===== src/rtl/imm_gen_stage.sv =====
// Immediate-generation pipeline stage.
// Decodes the MIPS opcode of each accepted instruction into extender control
// and a 32-bit operand, and buffers results in a 2-entry skid buffer so that
// in_ready comes straight from a flop. Supports a flush from the hazard unit.
module imm_gen_stage #(
    parameter int DEPTH = 2  // skid-buffer entries; only 2 is supported
) (
    input  logic        clk,
    input  logic        reset,
    input  logic        flush,
    input  logic        in_valid,
    output logic        in_ready,
    input  logic [31:0] in_instr,
    input  logic [31:0] in_pc4,
    output logic        out_valid,
    input  logic        out_ready,
    output logic [31:0] out_imm32,
    output logic        out_ext_op,
    output logic [2:0]  out_kind,
    output logic        out_illegal
);

    // Extender kinds as seen on out_kind.
    localparam logic [2:0] KIND_NONE   = 3'd0;
    localparam logic [2:0] KIND_SIGN   = 3'd1;
    localparam logic [2:0] KIND_ZERO   = 3'd2;
    localparam logic [2:0] KIND_UPPER  = 3'd3;
    localparam logic [2:0] KIND_BRANCH = 3'd4;
    localparam logic [2:0] KIND_JUMP   = 3'd5;

    // Occupancy states; the encoding equals the number of held entries.
    localparam logic [1:0] ST_EMPTY = 2'd0;
    localparam logic [1:0] ST_ONE   = 2'd1;
    localparam logic [1:0] ST_TWO   = 2'd2;

    typedef struct packed {
        logic [31:0] imm32;
        logic        ext_op;
        logic [2:0]  kind;
        logic        illegal;
    } entry_t;

    logic [1:0] r_state;
    logic       r_in_ready;
    entry_t     r_head;   // entry currently presented on out_*
    entry_t     r_tail;   // second entry, valid only in ST_TWO

    entry_t     w_dec;
    logic [5:0] w_op;
    logic [15:0] w_imm;
    logic       w_accept;
    logic       w_pop;
    logic [1:0] w_state_nxt;
    logic       w_load_head;
    logic       w_head_from_tail;
    logic       w_load_tail;

    assign w_op  = in_instr[31:26];
    assign w_imm = in_instr[15:0];

    // A flushed input is never accepted, even though the handshake completes.
    assign w_accept = in_valid & r_in_ready & ~flush;
    assign w_pop    = out_valid & out_ready;

    // Opcode decode and immediate formation for the incoming instruction.
    always_comb begin
        // NOTE: every signal written here gets a default first so that no
        // path through the case leaves it unassigned and infers a latch.
        w_dec = '0;
        unique case (w_op)
            6'h08, 6'h09, 6'h0A, 6'h0B, 6'h23, 6'h2B: begin
                w_dec.imm32  = {{16{w_imm[15]}}, w_imm};
                w_dec.ext_op = 1'b1;
                w_dec.kind   = KIND_SIGN;
            end
            6'h0C, 6'h0D, 6'h0E: begin
                w_dec.imm32 = {16'b0, w_imm};
                w_dec.kind  = KIND_ZERO;
            end
            6'h0F: begin
                w_dec.imm32 = {w_imm, 16'b0};
                w_dec.kind  = KIND_UPPER;
            end
            6'h04, 6'h05: begin
                // Branch target wraps modulo 2^32 by virtue of the 32-bit add.
                w_dec.imm32  = in_pc4 + {{14{w_imm[15]}}, w_imm, 2'b00};
                w_dec.ext_op = 1'b1;
                w_dec.kind   = KIND_BRANCH;
            end
            6'h02, 6'h03: begin
                w_dec.imm32 = {in_pc4[31:28], in_instr[25:0], 2'b00};
                w_dec.kind  = KIND_JUMP;
            end
            6'h00: begin
                w_dec.kind = KIND_NONE;
            end
            default: begin
                w_dec.illegal = 1'b1;
            end
        endcase
    end

    // Occupancy transitions and which entry register gets loaded.
    always_comb begin
        w_state_nxt      = r_state;
        w_load_head      = 1'b0;
        w_head_from_tail = 1'b0;
        w_load_tail      = 1'b0;
        if (flush) begin
            // A same-cycle pop has already completed; everything else is dropped.
            w_state_nxt = ST_EMPTY;
        end else begin
            case (r_state)
                ST_EMPTY: begin
                    if (w_accept) begin
                        w_state_nxt = ST_ONE;
                        w_load_head = 1'b1;
                    end
                end
                ST_ONE: begin
                    if (w_accept && w_pop) begin
                        w_load_head = 1'b1;
                    end else if (w_accept) begin
                        w_state_nxt = ST_TWO;
                        w_load_tail = 1'b1;
                    end else if (w_pop) begin
                        w_state_nxt = ST_EMPTY;
                    end
                end
                ST_TWO: begin
                    // in_ready is low here, so only a pop can happen.
                    if (w_pop) begin
                        w_state_nxt      = ST_ONE;
                        w_head_from_tail = 1'b1;
                    end
                end
                default: w_state_nxt = ST_EMPTY;
            endcase
        end
    end

    // State, registered in_ready and entry storage.
    always_ff @(posedge clk) begin
        if (reset) begin
            // NOTE: the two entry registers are reset too (they are tiny), so
            // out_* is never X after reset even though it is don't-care when
            // out_valid is low.
            r_state    <= ST_EMPTY;
            r_in_ready <= 1'b1;
            r_head     <= '0;
            r_tail     <= '0;
        end else begin
            // NOTE: sequential state uses non-blocking assignments so every
            // flop samples pre-edge values regardless of statement order.
            r_state    <= w_state_nxt;
            r_in_ready <= (w_state_nxt < 2'(DEPTH));
            if (w_load_head) begin
                r_head <= w_dec;
            end else if (w_head_from_tail) begin
                r_head <= r_tail;
            end
            if (w_load_tail) begin
                r_tail <= w_dec;
            end
        end
    end

    assign in_ready    = r_in_ready;
    assign out_valid   = (r_state != ST_EMPTY);
    assign out_imm32   = r_head.imm32;
    assign out_ext_op  = r_head.ext_op;
    assign out_kind    = r_head.kind;
    assign out_illegal = r_head.illegal;

endmodule


===== config.mk =====
export PLATFORM = sky130hd
export DESIGN_NAME = imm_gen_stage
export DESIGN_NICKNAME = d
export VERILOG_FILES = /design/src/rtl/imm_gen_stage.sv
export SDC_FILE = /design/constraint.sdc
export NUM_CORES = 1
export LEC_CHECK = 0
export ABC_AREA = 1
export CORE_MARGIN = 2
export CORE_UTILIZATION = 59
export CTS_BUF_LIST = sky130_fd_sc_hd__clkbuf_16
export DETAILED_ROUTE_END_ITERATION = 10
export GPL_TIMING_DRIVEN = 0
export PLACE_DENSITY = 0.87
export RECOVER_POWER = 25
export SKIP_CTS_REPAIR_TIMING = 1
export SKIP_LAST_GASP = 1
export SLEW_MARGIN = 20
export SYNTH_ARGS = -nofsm -noshare
export SYNTH_HDL_FRONTEND = slang
export SYNTH_SLANG_ARGS = --single-unit

===== constraint.sdc =====
create_clock -name clk -period 4.7 [get_ports clk]
set_input_delay 0.94 -clock clk [delete_from_list [all_inputs] [get_ports clk]]
set_output_delay 0.94 -clock clk [all_outputs]
set_load 0.1 [all_outputs]

==> run_summary.xml, run 1 <==
<?xml version="1.0" encoding="UTF-8"?>
<metrics>
  <group name="place">
    <metric name="dpl.hpwl" unit="um">15570</metric>
    <metric name="place_congestion" unit="">0.9840</metric>
    <metric name="port-buffer-count" unit="">106</metric>
  </group>
  <group name="global_routing">
    <metric name="grt_pass1_wl" unit="um">31930</metric>
    <metric name="grt_max_degree" unit="">19</metric>
    <metric name="grtUsageTotal" unit="%">35.55</metric>
    <metric name="gr-usage-met1" unit="%">44.79</metric>
    <metric name="globalRouteMet3Util" unit="%">5.410</metric>
    <metric name="globalRouteMet2Util" unit="%">59.55</metric>
    <metric name="grt_antenna_before_repair" unit="">0</metric>
    <metric name="first_global_vias" unit="">6615</metric>
    <metric name="globalRoute.totalOverflow" unit="">0</metric>
    <metric name="busiest_layer" unit="">met2</metric>
  </group>
  <group name="clock_network">
    <metric name="cts_tree" unit="">yes</metric>
    <metric name="cts-root-to-sink-buffers" unit="">2</metric>
    <metric name="worst_skew_pair.late_latency" unit="ps">340</metric>
    <metric name="cts_num_sinks" unit="">77</metric>
    <metric name="cts-htree-levels" unit="">3</metric>
    <metric name="num_cts_buffers" unit="">9</metric>
    <metric name="clk_root_buffer_cell" unit="">sky130_fd_sc_hd__clkbuf_16</metric>
    <metric name="clock_transition_time_at_the_flip_flop_clock_pins_of_the_worst_setup_and_hold_paths" unit="ps">50</metric>
  </group>
  <group name="detailed_routing">
    <metric name="routed_wire_length_per_instance" unit="um">15.00</metric>
    <metric name="count_of_nets_left_with_antenna_violations_after_detail_routing" unit="">0</metric>
    <metric name="dr_total_vias" unit="">7260</metric>
    <metric name="drt_drc_violations_left" unit="">0</metric>
    <metric name="first_iter_violations" unit="">618</metric>
    <metric name="drt_pre_antenna_iters" unit="">6</metric>
    <metric name="routed_wl" unit="um">19710</metric>
    <metric name="viasPerCell" unit="">5.525</metric>
  </group>
  <group name="hold_path">
    <metric name="hp-class" unit="">flip-flop to flip-flop</metric>
    <metric name="min_from" unit="">out_kind[2]</metric>
  </group>
  <group name="outcome">
    <metric name="outcome" unit="">finished, final reports clean</metric>
  </group>
  <group name="critical_path">
    <metric name="path_delay_family" unit="">buffers and inverters</metric>
    <metric name="cp-start-kind" unit="">input port</metric>
    <metric name="critical_path_depth" unit="">13</metric>
    <metric name="worst-endpoint-arrival" unit="ps">3700</metric>
    <metric name="critical_path.endpoint_type" unit="">flip-flop</metric>
    <metric name="path_common_cell" unit="">sky130_fd_sc_hd__nand2_1</metric>
    <metric name="critPathSlowestCell" unit="">sky130_fd_sc_hd__clkdlybuf4s50_1</metric>
    <metric name="worst_setup_path_endpoint" unit="">r_tail[23]</metric>
    <metric name="rrSetupSlack" unit="ps">2440</metric>
    <metric name="slowest_delay" unit="ps">850</metric>
    <metric name="cp_data_required_time" unit="ps">4930</metric>
    <metric name="crit_path_cell_trace" unit="">clkdlybuf4s50_1 -&gt; ha_1 -&gt; nand2_1 -&gt; nor2_1 -&gt; inv_1 -&gt; nor2_1 -&gt; nor2_1 -&gt; nand2_1 -&gt; nand2_1 -&gt; nand3_1 -&gt; nand2_1 -&gt; o21ai_0 -&gt; inv_1</metric>
    <metric name="regToRegEndpoint" unit="">r_tail[7]</metric>
    <metric name="reg2reg_depth" unit="">8</metric>
    <metric name="critPathBufInv" unit="">3</metric>
    <metric name="regToRegStartpoint" unit="">r_state[0]</metric>
    <metric name="timing.critical_path.from" unit="">in_instr[15]</metric>
    <metric name="critPathMaxFanout" unit="">18</metric>
    <metric name="criticalPathCategory" unit="">input port to flip-flop</metric>
  </group>
  <group name="floorplan">
    <metric name="floorplan.core_area" unit="um2">10280</metric>
    <metric name="initial_core_util" unit="%">60.65</metric>
    <metric name="die_h" unit="um">106.8</metric>
    <metric name="ios" unit="">108</metric>
    <metric name="die_area" unit="um2">11400</metric>
    <metric name="floorplan.die.width" unit="um">106.8</metric>
    <metric name="std_cell_rows" unit="">37</metric>
  </group>
  <group name="logic_synthesis">
    <metric name="syn_avg_cell_area" unit="um2">5.886</metric>
    <metric name="ys_warn_count" unit="">0</metric>
    <metric name="yosysTopAreaCellShare" unit="%">24.73</metric>
    <metric name="ys_seq_area_share" unit="%">24.73</metric>
    <metric name="syn-instance-count" unit="">1059</metric>
    <metric name="yosys_most_used_dff" unit="">sky130_fd_sc_hd__dfxtp_1</metric>
    <metric name="yosys_register_bits" unit="">77</metric>
    <metric name="synthArstFlopShare" unit="%">0</metric>
    <metric name="synth_enable_flop_cells" unit="">0</metric>
    <metric name="yosysTopAreaCell" unit="">sky130_fd_sc_hd__dfxtp_1</metric>
    <metric name="mappedNetlistArea" unit="um2">6233</metric>
    <metric name="synth_fp_nets" unit="">1158</metric>
    <metric name="cells_taking_the_most_area_after_synthesis" unit="">sky130_fd_sc_hd__dfxtp_1, sky130_fd_sc_hd__nand2_1, sky130_fd_sc_hd__inv_1</metric>
    <metric name="synth_cell_types" unit="">44</metric>
  </group>
  <group name="sta">
    <metric name="fmax" unit="GHz">0.2879</metric>
    <metric name="totalNegativeSetupSlack" unit="ps">0</metric>
    <metric name="max_slew.worst_pin.slew" unit="ps">998.7</metric>
    <metric name="finalWorstPathRequiredPeriod" unit="ps">3473</metric>
    <metric name="setup_repair_after_global_routing_missed_its_margin" unit="">false</metric>
    <metric name="fin_crit_sh" unit="%">73.90</metric>
    <metric name="maxSlewHeadroom" unit="%">33.21</metric>
    <metric name="final-hold-violation-count" unit="">0</metric>
    <metric name="clock-skew-final" unit="ps">3.774</metric>
    <metric name="setup-violations-final" unit="">0</metric>
    <metric name="drv_slew" unit="">0</metric>
  </group>
  <group name="pwr">
    <metric name="power.static_leakage" unit="nW">4.049</metric>
    <metric name="ir_worst_vdd" unit="mV">0.2444</metric>
    <metric name="powerDensity" unit="nW/um2">248.4</metric>
  </group>
  <group name="final_layout">
    <metric name="final_nets" unit="">1275</metric>
    <metric name="final_layout_size_suffix_gt1_share" unit="%">3.820</metric>
    <metric name="finalCoreUtilization" unit="%">74.79</metric>
    <metric name="n_antenna_cell" unit="">0</metric>
    <metric name="p_r_area_growth_vs_syn" unit="%">23.30</metric>
  </group>
  <group name="job">
    <metric name="maxCapViolations" unit="">0</metric>
  </group>
</metrics>
## synth_stat cells, types with 2 or more instances
cell type                     n
sky130_fd_sc_hd__a211oi_1     4
sky130_fd_sc_hd__a21oi_1     99
sky130_fd_sc_hd__a221oi_1    12
sky130_fd_sc_hd__a22oi_1      8
sky130_fd_sc_hd__a31oi_1      2
sky130_fd_sc_hd__and2_1       2
sky130_fd_sc_hd__buf_1        3
sky130_fd_sc_hd__buf_2       15
sky130_fd_sc_hd__buf_6        2
sky130_fd_sc_hd__clkbuf_1    14
sky130_fd_sc_hd__dfxtp_1     77
sky130_fd_sc_hd__ha_1        29
sky130_fd_sc_hd__inv_1      229
sky130_fd_sc_hd__inv_2        8
sky130_fd_sc_hd__nand2_1    285
sky130_fd_sc_hd__nand3_1     76
sky130_fd_sc_hd__nand3b_1     5
sky130_fd_sc_hd__nand4_1      8
sky130_fd_sc_hd__nor2_1      63
sky130_fd_sc_hd__nor2_2       3
sky130_fd_sc_hd__nor3_1       2
sky130_fd_sc_hd__nor3_4       2
sky130_fd_sc_hd__o211ai_1     7
sky130_fd_sc_hd__o21ai_0     32
sky130_fd_sc_hd__o21ai_1     33
sky130_fd_sc_hd__o21ai_2      3
sky130_fd_sc_hd__o21bai_1    10
sky130_fd_sc_hd__o221ai_1     5
sky130_fd_sc_hd__o22ai_1      3
sky130_fd_sc_hd__o2bb2ai_1    2
sky130_fd_sc_hd__xnor2_1      3
## kinds of logic after synthesis
group | Yosys count | share of synthesized area (%)
buffers and inverters | 272 | 16.98
xor gates and xnor gates | 4 | 0.5621
DFF | 77 | 24.73
adders and majority gates | 30 | 6.142
and+or+nand+nor | 451 | 30.61
AOI/OAI and AO/OA | 225 | 20.98
## area by class of cell
cell class	instances	area [um2]
sequential	77	1541
timing repair buffer	106	1061
inverter	237	889.6
tap	136	170.2
buffer	35	165.2
multi-input combinational	710	3615
clock buffer	9	225.2
fill	879	2591
clock inverter	4	18.77
## per-stage QoR
| step | hold slack [ps] | cell area (um2) | worst slack (ps) | cells | power, mW |
|---|---|---|---|---|---|
| floorplan | 457.2 | 6233 | 2193 | 1059 | 1.123 |
| global placement | 468.6 | 7465 | 1040 | 1301 | 1.310 |
| detailed placement | 469.5 | 7465 | 1006 | 1301 | 1.318 |
| CTS | 478.4 | 7709 | 1296 | 1314 | 1.901 |
| global route | 488.5 | 7686 | 937.6 | 1314 | 2.001 |
| finish | 473.4 | 7686 | 1227 | 1314 | 1.910 |
## layout by cell type (no fill, tap or decap), types with 18 or more instances in the layout
cell type                         netlist  final
sky130_fd_sc_hd__nand2_1              285    285
sky130_fd_sc_hd__a21oi_1               99     99
sky130_fd_sc_hd__o21ai_1               33     28
sky130_fd_sc_hd__dfxtp_1               77     77
sky130_fd_sc_hd__clkdlybuf4s50_1        0     99
sky130_fd_sc_hd__nor2_1                63     64
sky130_fd_sc_hd__nand3_1               76     76
sky130_fd_sc_hd__clkbuf_1              14     18
sky130_fd_sc_hd__o21ai_0               32     37
sky130_fd_sc_hd__ha_1                  29     29
sky130_fd_sc_hd__inv_1                229    230
## layer usage
metal	share of wire (%)	wire [um]
met5	0	0
met4	4.7	929
met3	9.0	1777
met2	46	9037
met1	40	7970
## how the worst min path moves through the flow
stage	to	slack, ps	depth (start not counted)
after floorplan	out_ext_op	460	2
after CTS	out_kind[2]	480	2
after global routing	out_kind[2]	490	2
final	out_kind[2]	470	2
after detailed placement	out_kind[2]	470	2
after global placement	out_kind[2]	470	2
## flip-flops by register name, summed over array words and instances, names as in the netlist
signal,count
r_tail,37
out_kind,3
r_state,2
in_ready,1
out_illegal,1
out_ext_op,1
out_imm32,32
## power breakdown
part | internal [mW] | switching [mW]
sequential | 0.673 | 0.0116
combinational | 0.209 | 0.422
clock | 0.343 | 0.251
## worst min-delay path, cell delays in order (launching register included)
cell	delay, ps
sky130_fd_sc_hd__dfxtp_1	310
sky130_fd_sc_hd__nand2_1	60
sky130_fd_sc_hd__a31oi_1	60
No activity file was read; power rests on OpenSTA's default activity.
==> inputs of run 2 (changes only) <==
Settings changed: CORE_UTILIZATION 59 to 54, PLACE_DENSITY 0.87 to 0.8.
Clock period 4.7 ns to 3.56 ns, I/O delays scaled along.
==> run 2 against run 1 <==
Utilization is 6.7 points lower. Die area is 8.9% higher. Critical endpoint is now out_imm32[26]. Power is 31% higher. Via count is 3.0% lower. Sequential power is 32% higher. Clock skew is 1.5 ps lower. Sequential cell count stayed put.
==> run_summary.xml, run 2 (synthesized netlist as in run 1, its figures left out) <==
<?xml version="1.0" encoding="UTF-8"?>
<metrics>
  <group name="clock_network">
    <metric name="clk_root_buffer_cell" unit="">sky130_fd_sc_hd__clkbuf_16</metric>
    <metric name="worst_skew_pair.late_latency" unit="ps">330</metric>
    <metric name="cts-htree-levels" unit="">3</metric>
    <metric name="num_cts_buffers" unit="">9</metric>
    <metric name="cts-root-to-sink-buffers" unit="">2</metric>
    <metric name="cts_num_sinks" unit="">77</metric>
    <metric name="cts_tree" unit="">yes</metric>
    <metric name="clock_transition_time_at_the_flip_flop_clock_pins_of_the_worst_setup_and_hold_paths" unit="ps">50</metric>
  </group>
  <group name="final_layout">
    <metric name="regMostFlops" unit="">r_tail</metric>
    <metric name="final_nets" unit="">1275</metric>
    <metric name="final_layout_size_suffix_gt1_share" unit="%">3.556</metric>
    <metric name="n_antenna_cell" unit="">0</metric>
    <metric name="p_r_area_growth_vs_syn" unit="%">23.56</metric>
    <metric name="layout.cells.most_common" unit="">sky130_fd_sc_hd__nand2_1</metric>
    <metric name="largest_reg_flops" unit="">37</metric>
    <metric name="final_cell_mix" unit="">sky130_fd_sc_hd__nand2_1, sky130_fd_sc_hd__inv_1, sky130_fd_sc_hd__clkdlybuf4s50_1, sky130_fd_sc_hd__a21oi_1, sky130_fd_sc_hd__dfxtp_1</metric>
  </group>
  <group name="pwr">
    <metric name="power_frac_comb" unit="%">32.8</metric>
    <metric name="switchingPower" unit="uW">890.4</metric>
    <metric name="netSwitchingFraction" unit="%">35.49</metric>
    <metric name="share_seq_of_total_power" unit="%">36.0</metric>
    <metric name="powerDensity" unit="nW/um2">325.7</metric>
    <metric name="share_of_total_power_in_the_clock_network" unit="%">31.2</metric>
    <metric name="ir_worst_vdd" unit="mV">0.3508</metric>
    <metric name="p_int" unit="mW">1.618</metric>
    <metric name="power.static_leakage" unit="nW">4.050</metric>
  </group>
  <group name="sta">
    <metric name="setup_repair_after_global_routing_missed_its_margin" unit="">false</metric>
    <metric name="finalWorstPathRequiredPeriod" unit="ps">3132</metric>
    <metric name="maxSlewHeadroom" unit="%">34.16</metric>
    <metric name="final-hold-violation-count" unit="">0</metric>
    <metric name="fmax" unit="GHz">0.3193</metric>
    <metric name="setup-violations-final" unit="">0</metric>
    <metric name="clock-skew-final" unit="ps">2.323</metric>
    <metric name="fin_crit_sh" unit="%">87.98</metric>
    <metric name="totalNegativeSetupSlack" unit="ps">0</metric>
    <metric name="drv_slew" unit="">0</metric>
    <metric name="fin_worst_hold_slack" unit="ps">482.1</metric>
    <metric name="max_slew.worst_pin.slew" unit="ps">984.5</metric>
  </group>
  <group name="global_routing">
    <metric name="globalRoute.totalOverflow" unit="">0</metric>
    <metric name="first_global_vias" unit="">6486</metric>
    <metric name="grt_max_degree" unit="">19</metric>
    <metric name="grt_antenna_before_repair" unit="">0</metric>
    <metric name="grtUsageTotal" unit="%">30.66</metric>
    <metric name="grt_pass1_wl" unit="um">30810</metric>
  </group>
  <group name="critical_path">
    <metric name="critPathSlowestCell" unit="">sky130_fd_sc_hd__clkdlybuf4s50_1</metric>
    <metric name="path_delay_family" unit="">simple AND/OR/NAND/NOR gates</metric>
    <metric name="criticalPathCategory" unit="">input port to flip-flop</metric>
    <metric name="timing.critical_path.from" unit="">in_instr[15]</metric>
    <metric name="worst-endpoint-arrival" unit="ps">3370</metric>
    <metric name="critPathBufInv" unit="">2</metric>
    <metric name="critical_path.endpoint_type" unit="">flip-flop</metric>
    <metric name="reg2reg_depth" unit="">8</metric>
    <metric name="path_common_cell" unit="">sky130_fd_sc_hd__nand2_1</metric>
    <metric name="regToRegEndpoint" unit="">r_tail[10]</metric>
    <metric name="cp_data_required_time" unit="ps">3790</metric>
    <metric name="regToRegStartpoint" unit="">r_state[0]</metric>
    <metric name="crit_path_cell_trace" unit="">clkdlybuf4s50_1 -&gt; ha_1 -&gt; nand2_1 -&gt; nor2_1 -&gt; nand2_1 -&gt; nor2_1 -&gt; nand2_1 -&gt; nand3_1 -&gt; nand2_1 -&gt; nand3_1 -&gt; nand3_1 -&gt; nand2_1 -&gt; inv_1</metric>
    <metric name="critPathMaxFanout" unit="">18</metric>
    <metric name="cp-start-kind" unit="">input port</metric>
    <metric name="rrSetupSlack" unit="ps">1410</metric>
    <metric name="slowest_delay" unit="ps">820</metric>
  </group>
  <group name="detailed_routing">
    <metric name="drt_pre_antenna_iters" unit="">5</metric>
    <metric name="first_iter_violations" unit="">495</metric>
    <metric name="drt_drc_violations_left" unit="">0</metric>
    <metric name="routed_wire_length_per_instance" unit="um">14.45</metric>
    <metric name="routed_wl" unit="um">19130</metric>
    <metric name="viasPerCell" unit="">5.320</metric>
    <metric name="dr_total_vias" unit="">7044</metric>
    <metric name="count_of_nets_left_with_antenna_violations_after_detail_routing" unit="">0</metric>
  </group>
  <group name="hold_path">
    <metric name="holdPathEnd" unit="">out_kind[2]</metric>
    <metric name="whs_path_depth" unit="">2</metric>
    <metric name="min_from" unit="">out_kind[2]</metric>
    <metric name="hp-class" unit="">flip-flop to flip-flop</metric>
  </group>
  <group name="floorplan">
    <metric name="floorplan.core_area" unit="um2">11320</metric>
    <metric name="std_cell_rows" unit="">39</metric>
    <metric name="initial_core_util" unit="%">55.06</metric>
    <metric name="ios" unit="">108</metric>
    <metric name="floorplan.die.width" unit="um">111.4</metric>
    <metric name="die_area" unit="um2">12420</metric>
    <metric name="die_h" unit="um">111.4</metric>
  </group>
  <group name="place">
    <metric name="dpl.hpwl" unit="um">15360</metric>
    <metric name="place_congestion" unit="">0.9857</metric>
    <metric name="port-buffer-count" unit="">106</metric>
  </group>
  <group name="job">
    <metric name="maxCapViolations" unit="">0</metric>
  </group>
  <group name="outcome">
    <metric name="outcome" unit="">finished, final reports clean</metric>
  </group>
</metrics>
-- run 2: changes by cell type in the layout (fill, tap and decap cells not counted) --
cell,previous run,this run
sky130_fd_sc_hd__clkinv_1,2,5
sky130_fd_sc_hd__clkinv_2,3,0
sky130_fd_sc_hd__inv_1,230,233
sky130_fd_sc_hd__clkdlybuf4s50_1,99,101
sky130_fd_sc_hd__dlygate4sd3_1,7,5
-- run 2: through the flow --
step | total power, mW | util [%] | instance area (um2) | setup slack, ps | instances
after floorplan | 1.483 | - | 6233 | 1281 | 1059
after global placement | 1.728 | 66.01 | 7473 | 122.5 | 1308
after detailed placement | 1.737 | 66.01 | 7473 | 82.07 | 1308
after CTS | 2.510 | 68.24 | 7725 | 429.7 | 1324
after global routing | 2.632 | 68.04 | 7702 | 140.9 | 1324
final | 2.509 | 68.04 | 7702 | 427.7 | 1324
-- run 2: power groups by stage --
stage / Combinational (mW) / Sequential, mW / Clock (mW)
detailed placement: 0.815 / 0.922 / 0
global route: 0.901 / 0.905 / 0.826
floorplan: 0.403 / 1.08 / 0
global placement: 0.807 / 0.921 / 0
CTS: 0.819 / 0.903 / 0.787
finish: 0.824 / 0.903 / 0.781
-- run 2: worst register-to-register path, stage by stage, from the launching register on --
cell and delay (ps):
sky130_fd_sc_hd__dfxtp_1 300, sky130_fd_sc_hd__inv_1 60, sky130_fd_sc_hd__nor2_1 130, sky130_fd_sc_hd__clkinv_1 100, sky130_fd_sc_hd__nor3_1 470, sky130_fd_sc_hd__inv_1 290
sky130_fd_sc_hd__clkbuf_1 340, sky130_fd_sc_hd__o21ai_0 270, sky130_fd_sc_hd__inv_1 70
-- run 2: area by class of cell --
| cell class | instances | area [um2] |
|---|---|---|
| flip-flops and latches | 77 | 1541 |
| plain buffers | 35 | 165.2 |
| clock buffers | 9 | 225.2 |
| clock inverters | 7 | 26.28 |
| multi-input cells | 710 | 3615 |
| fillers | 1090 | 3618 |
| repair buffers | 106 | 1061 |
| inverters | 237 | 889.6 |
| well taps | 143 | 178.9 |
-- run 2: layer usage --
| metal | share of wire, % | wire length, um | track usage [%] | vias up |
|---|---|---|---|---|
| met2 | 44 | 8480 | 50.04 | 247 |
| met1 | 44 | 8358 | 38.49 | 3120 |
| met5 | 0 | 0 | 0 | - |
| met4 | 5.4 | 1031 | 17.28 | 0 |
| met3 | 6.6 | 1259 | 5.117 | 69 |
| li1 | - | - | - | 3608 |
-- run 2: worst max path at each step --
stage | end | slack [ps] | cells past startpoint
2_1_floorplan | out_imm32[22] | 1280 | 15
3_3_place_gp | out_imm32[28] | 120 | 12
3_5_place_dp | out_imm32[28] | 80 | 12
4_1_cts | out_imm32[28] | 430 | 12
5_1_grt | out_imm32[26] | 140 | 13
6_report | out_imm32[26] | 430 | 13
==> inputs of run 3 (changes only) <==
Settings changed: ABC_AREA 1 to not set, CORE_UTILIZATION 54 to 53, PLACE_DENSITY 0.8 to 0.81, SKIP_LAST_GASP 1 to not set.
==> run 3 against run 2 <==
Synthesized area decreased by 14%. Critical endpoint is now out_imm32[31]. Power increased by 6.8%. Worst setup slack got worse by 280 ps. Clock-buffer cell count did not move. Synthesized cell count decreased by 36%. First-iteration DRC count rose by 19%. Critical path depth is 2 lower.
==> run_summary.xml, run 3 <==
<?xml version="1.0" encoding="UTF-8"?>
<metrics>
  <group name="outcome">
    <metric name="outcome" unit="">finished, final reports clean</metric>
  </group>
  <group name="clock_network">
    <metric name="clock_transition_time_at_the_flip_flop_clock_pins_of_the_worst_setup_and_hold_paths" unit="ps">60</metric>
    <metric name="cts_num_sinks" unit="">77</metric>
    <metric name="worst_skew_pair.late_latency" unit="ps">340</metric>
    <metric name="num_cts_buffers" unit="">9</metric>
    <metric name="cts-root-to-sink-buffers" unit="">2</metric>
    <metric name="clk_root_buffer_cell" unit="">sky130_fd_sc_hd__clkbuf_16</metric>
    <metric name="cts_tree" unit="">yes</metric>
    <metric name="cts-htree-levels" unit="">3</metric>
  </group>
  <group name="critical_path">
    <metric name="cp-start-kind" unit="">input port</metric>
    <metric name="critPathBufInv" unit="">2</metric>
    <metric name="slowest_delay" unit="ps">640</metric>
    <metric name="rrSetupSlack" unit="ps">1080</metric>
    <metric name="worst-endpoint-arrival" unit="ps">3670</metric>
    <metric name="critPathSlowestCell" unit="">sky130_fd_sc_hd__clkdlybuf4s50_1</metric>
    <metric name="crit_path_cell_trace" unit="">clkdlybuf4s50_1 -&gt; ha_1 -&gt; buf_6 -&gt; nand2_1 -&gt; nor2_1 -&gt; a211oi_1 -&gt; a311oi_4 -&gt; o2111ai_1 -&gt; mux2_1 -&gt; a21o_1 -&gt; a211oi_2</metric>
    <metric name="critical_path.endpoint_type" unit="">flip-flop</metric>
    <metric name="criticalPathCategory" unit="">input port to flip-flop</metric>
    <metric name="cp_data_required_time" unit="ps">3820</metric>
    <metric name="path_delay_family" unit="">compound AO/OA/AOI/OAI gates</metric>
    <metric name="critPathMaxFanout" unit="">8</metric>
  </group>
  <group name="sta">
    <metric name="maxSlewHeadroom" unit="%">17.95</metric>
    <metric name="fmax" unit="GHz">0.2932</metric>
    <metric name="clock-skew-final" unit="ps">7.650</metric>
    <metric name="setup-violations-final" unit="">0</metric>
    <metric name="totalNegativeSetupSlack" unit="ps">0</metric>
    <metric name="setup_repair_after_global_routing_missed_its_margin" unit="">false</metric>
    <metric name="max_slew.worst_pin.slew" unit="ps">1221</metric>
    <metric name="final-hold-violation-count" unit="">0</metric>
    <metric name="fin_ws" unit="ps">149.2</metric>
    <metric name="fin_crit_sh" unit="%">95.81</metric>
    <metric name="finalWorstPathRequiredPeriod" unit="ps">3411</metric>
    <metric name="drv_slew" unit="">0</metric>
  </group>
  <group name="place">
    <metric name="dpl.hpwl" unit="um">13910</metric>
    <metric name="place_inst" unit="">921</metric>
    <metric name="placement.setup.worst_slack" unit="ps">-595.0</metric>
    <metric name="port-buffer-count" unit="">107</metric>
    <metric name="place_congestion" unit="">0.9256</metric>
  </group>
  <group name="logic_synthesis">
    <metric name="syn_avg_cell_area" unit="um2">7.849</metric>
    <metric name="post_synth_most_frequent_cells" unit="">sky130_fd_sc_hd__nand2_1, sky130_fd_sc_hd__dfxtp_1, sky130_fd_sc_hd__nor2_1, sky130_fd_sc_hd__a21oi_1, sky130_fd_sc_hd__clkbuf_1</metric>
    <metric name="yosysTopAreaCell" unit="">sky130_fd_sc_hd__dfxtp_1</metric>
    <metric name="yosys.cell_count.top_type" unit="">sky130_fd_sc_hd__nand2_1</metric>
    <metric name="synth_fp_nets" unit="">780</metric>
    <metric name="mappedNetlistArea" unit="um2">5345</metric>
    <metric name="yosys_most_used_dff" unit="">sky130_fd_sc_hd__dfxtp_1</metric>
    <metric name="syn-instance-count" unit="">681</metric>
    <metric name="synth_cell_types" unit="">68</metric>
    <metric name="ys_warn_count" unit="">0</metric>
    <metric name="ys_seq_area_share" unit="%">28.84</metric>
    <metric name="yosys_register_bits" unit="">77</metric>
    <metric name="yosysTopAreaCellShare" unit="%">28.84</metric>
    <metric name="cells_taking_the_most_area_after_synthesis" unit="">sky130_fd_sc_hd__dfxtp_1, sky130_fd_sc_hd__ha_1, sky130_fd_sc_hd__nand2_1</metric>
    <metric name="synth_enable_flop_cells" unit="">0</metric>
    <metric name="synthArstFlopShare" unit="%">0</metric>
  </group>
  <group name="floorplan">
    <metric name="floorplan.core_area" unit="um2">9774</metric>
    <metric name="ios" unit="">108</metric>
    <metric name="die_area" unit="um2">10900</metric>
    <metric name="initial_core_util" unit="%">54.69</metric>
    <metric name="die_h" unit="um">104.4</metric>
    <metric name="floorplan.die.width" unit="um">104.4</metric>
    <metric name="std_cell_rows" unit="">36</metric>
  </group>
  <group name="detailed_routing">
    <metric name="first_iter_violations" unit="">587</metric>
    <metric name="viasPerCell" unit="">6.372</metric>
    <metric name="dr_total_vias" unit="">5977</metric>
    <metric name="routed_wl" unit="um">18020</metric>
    <metric name="drt_pre_antenna_iters" unit="">6</metric>
    <metric name="routed_wire_length_per_instance" unit="um">19.21</metric>
    <metric name="drt_drc_violations_left" unit="">0</metric>
    <metric name="count_of_nets_left_with_antenna_violations_after_detail_routing" unit="">0</metric>
  </group>
  <group name="final_layout">
    <metric name="final_cell_mix" unit="">sky130_fd_sc_hd__nand2_1, sky130_fd_sc_hd__clkdlybuf4s50_1, sky130_fd_sc_hd__dfxtp_1, sky130_fd_sc_hd__nor2_1, sky130_fd_sc_hd__a21oi_1</metric>
    <metric name="p_r_area_growth_vs_syn" unit="%">29.71</metric>
    <metric name="regMostFlops" unit="">r_tail</metric>
    <metric name="layout.cells.non_filler" unit="">938</metric>
    <metric name="layout.cells.most_common" unit="">sky130_fd_sc_hd__nand2_1</metric>
    <metric name="n_antenna_cell" unit="">0</metric>
    <metric name="final_nets" unit="">899</metric>
    <metric name="final_layout_size_suffix_gt1_share" unit="%">5.839</metric>
    <metric name="largest_reg_flops" unit="">37</metric>
  </group>
  <group name="global_routing">
    <metric name="gr-usage-met1" unit="%">41.32</metric>
    <metric name="globalRouteMet2Util" unit="%">54.76</metric>
    <metric name="globalRouteMet3Util" unit="%">3.947</metric>
    <metric name="globalRoute.totalOverflow" unit="">0</metric>
    <metric name="busiest_layer" unit="">met2</metric>
    <metric name="first_global_vias" unit="">5426</metric>
    <metric name="grtUsageTotal" unit="%">32.05</metric>
    <metric name="grt_antenna_before_repair" unit="">0</metric>
    <metric name="grt_max_degree" unit="">22</metric>
    <metric name="grt_pass1_wl" unit="um">28010</metric>
  </group>
  <group name="pwr">
    <metric name="powerDensity" unit="nW/um2">386.6</metric>
    <metric name="power.static_leakage" unit="nW">2.588</metric>
    <metric name="report.power.total" unit="mW">2.680</metric>
    <metric name="ir_worst_vdd" unit="mV">0.2910</metric>
  </group>
  <group name="hold_path">
    <metric name="hp-class" unit="">flip-flop to flip-flop</metric>
  </group>
  <group name="job">
    <metric name="maxCapViolations" unit="">0</metric>
  </group>
</metrics>
[run 3: power by group]
part	total [mW]	internal (mW)	switching, mW
Sequential	0.905	0.890	0.0156
Clock	0.971	0.610	0.361
Combinational	0.804	0.293	0.511
[run 3: cell families after synthesis]
group / share of synthesized area [%]
flops: 28.84
simple gates: 23.67
compound gates: 28.82
xor+xnor: 3.605
fa+ha+maj: 7.163
buf+inv: 6.741
mux: 1.170
[run 3: tightest hold or removal path, cell delays in order, from the launching register on]
cell                       delay, ps
sky130_fd_sc_hd__dfxtp_1         310
sky130_fd_sc_hd__nand2_1          50
sky130_fd_sc_hd__a311oi_1         70
[run 3: worst paths after layout]
path,start,end,cells after the start
max,in_instr[12],out_imm32[31],11
min,r_tail[2],out_kind[1],2
max reg2reg,in_ready,out_imm32[18],6
min reg2reg,r_tail[2],out_kind[1],2
[run 3: layout make-up]
cell class | instances | area (um2)
multi-input cells | 539 | 3475
fillers | 843 | 2841
flip-flops and latches | 77 | 1541
repair buffers | 108 | 1076
plain buffers | 56 | 326.6
clock buffers | 9 | 225.2
well taps | 133 | 166.4
clock inverters | 7 | 88.84
inverters | 9 | 33.78
[run 3: metrics by stage]
step	hold WS, ps	instance area [um2]	util, %
finish	483.1	6933	70.93
detailed placement	478.3	6583	67.35
global route	503.5	6933	70.93
floorplan	436.6	5345	-
CTS	485.3	6897	70.56
global placement	445.8	6583	67.35
[run 3: routing by layer]
layer | vias to the layer above | part of all wire [%]
met5 | - | 0
li1 | 2794 | -
met3 | 39 | 9.4
met4 | 0 | 2.0
met2 | 346 | 49
met1 | 2798 | 40
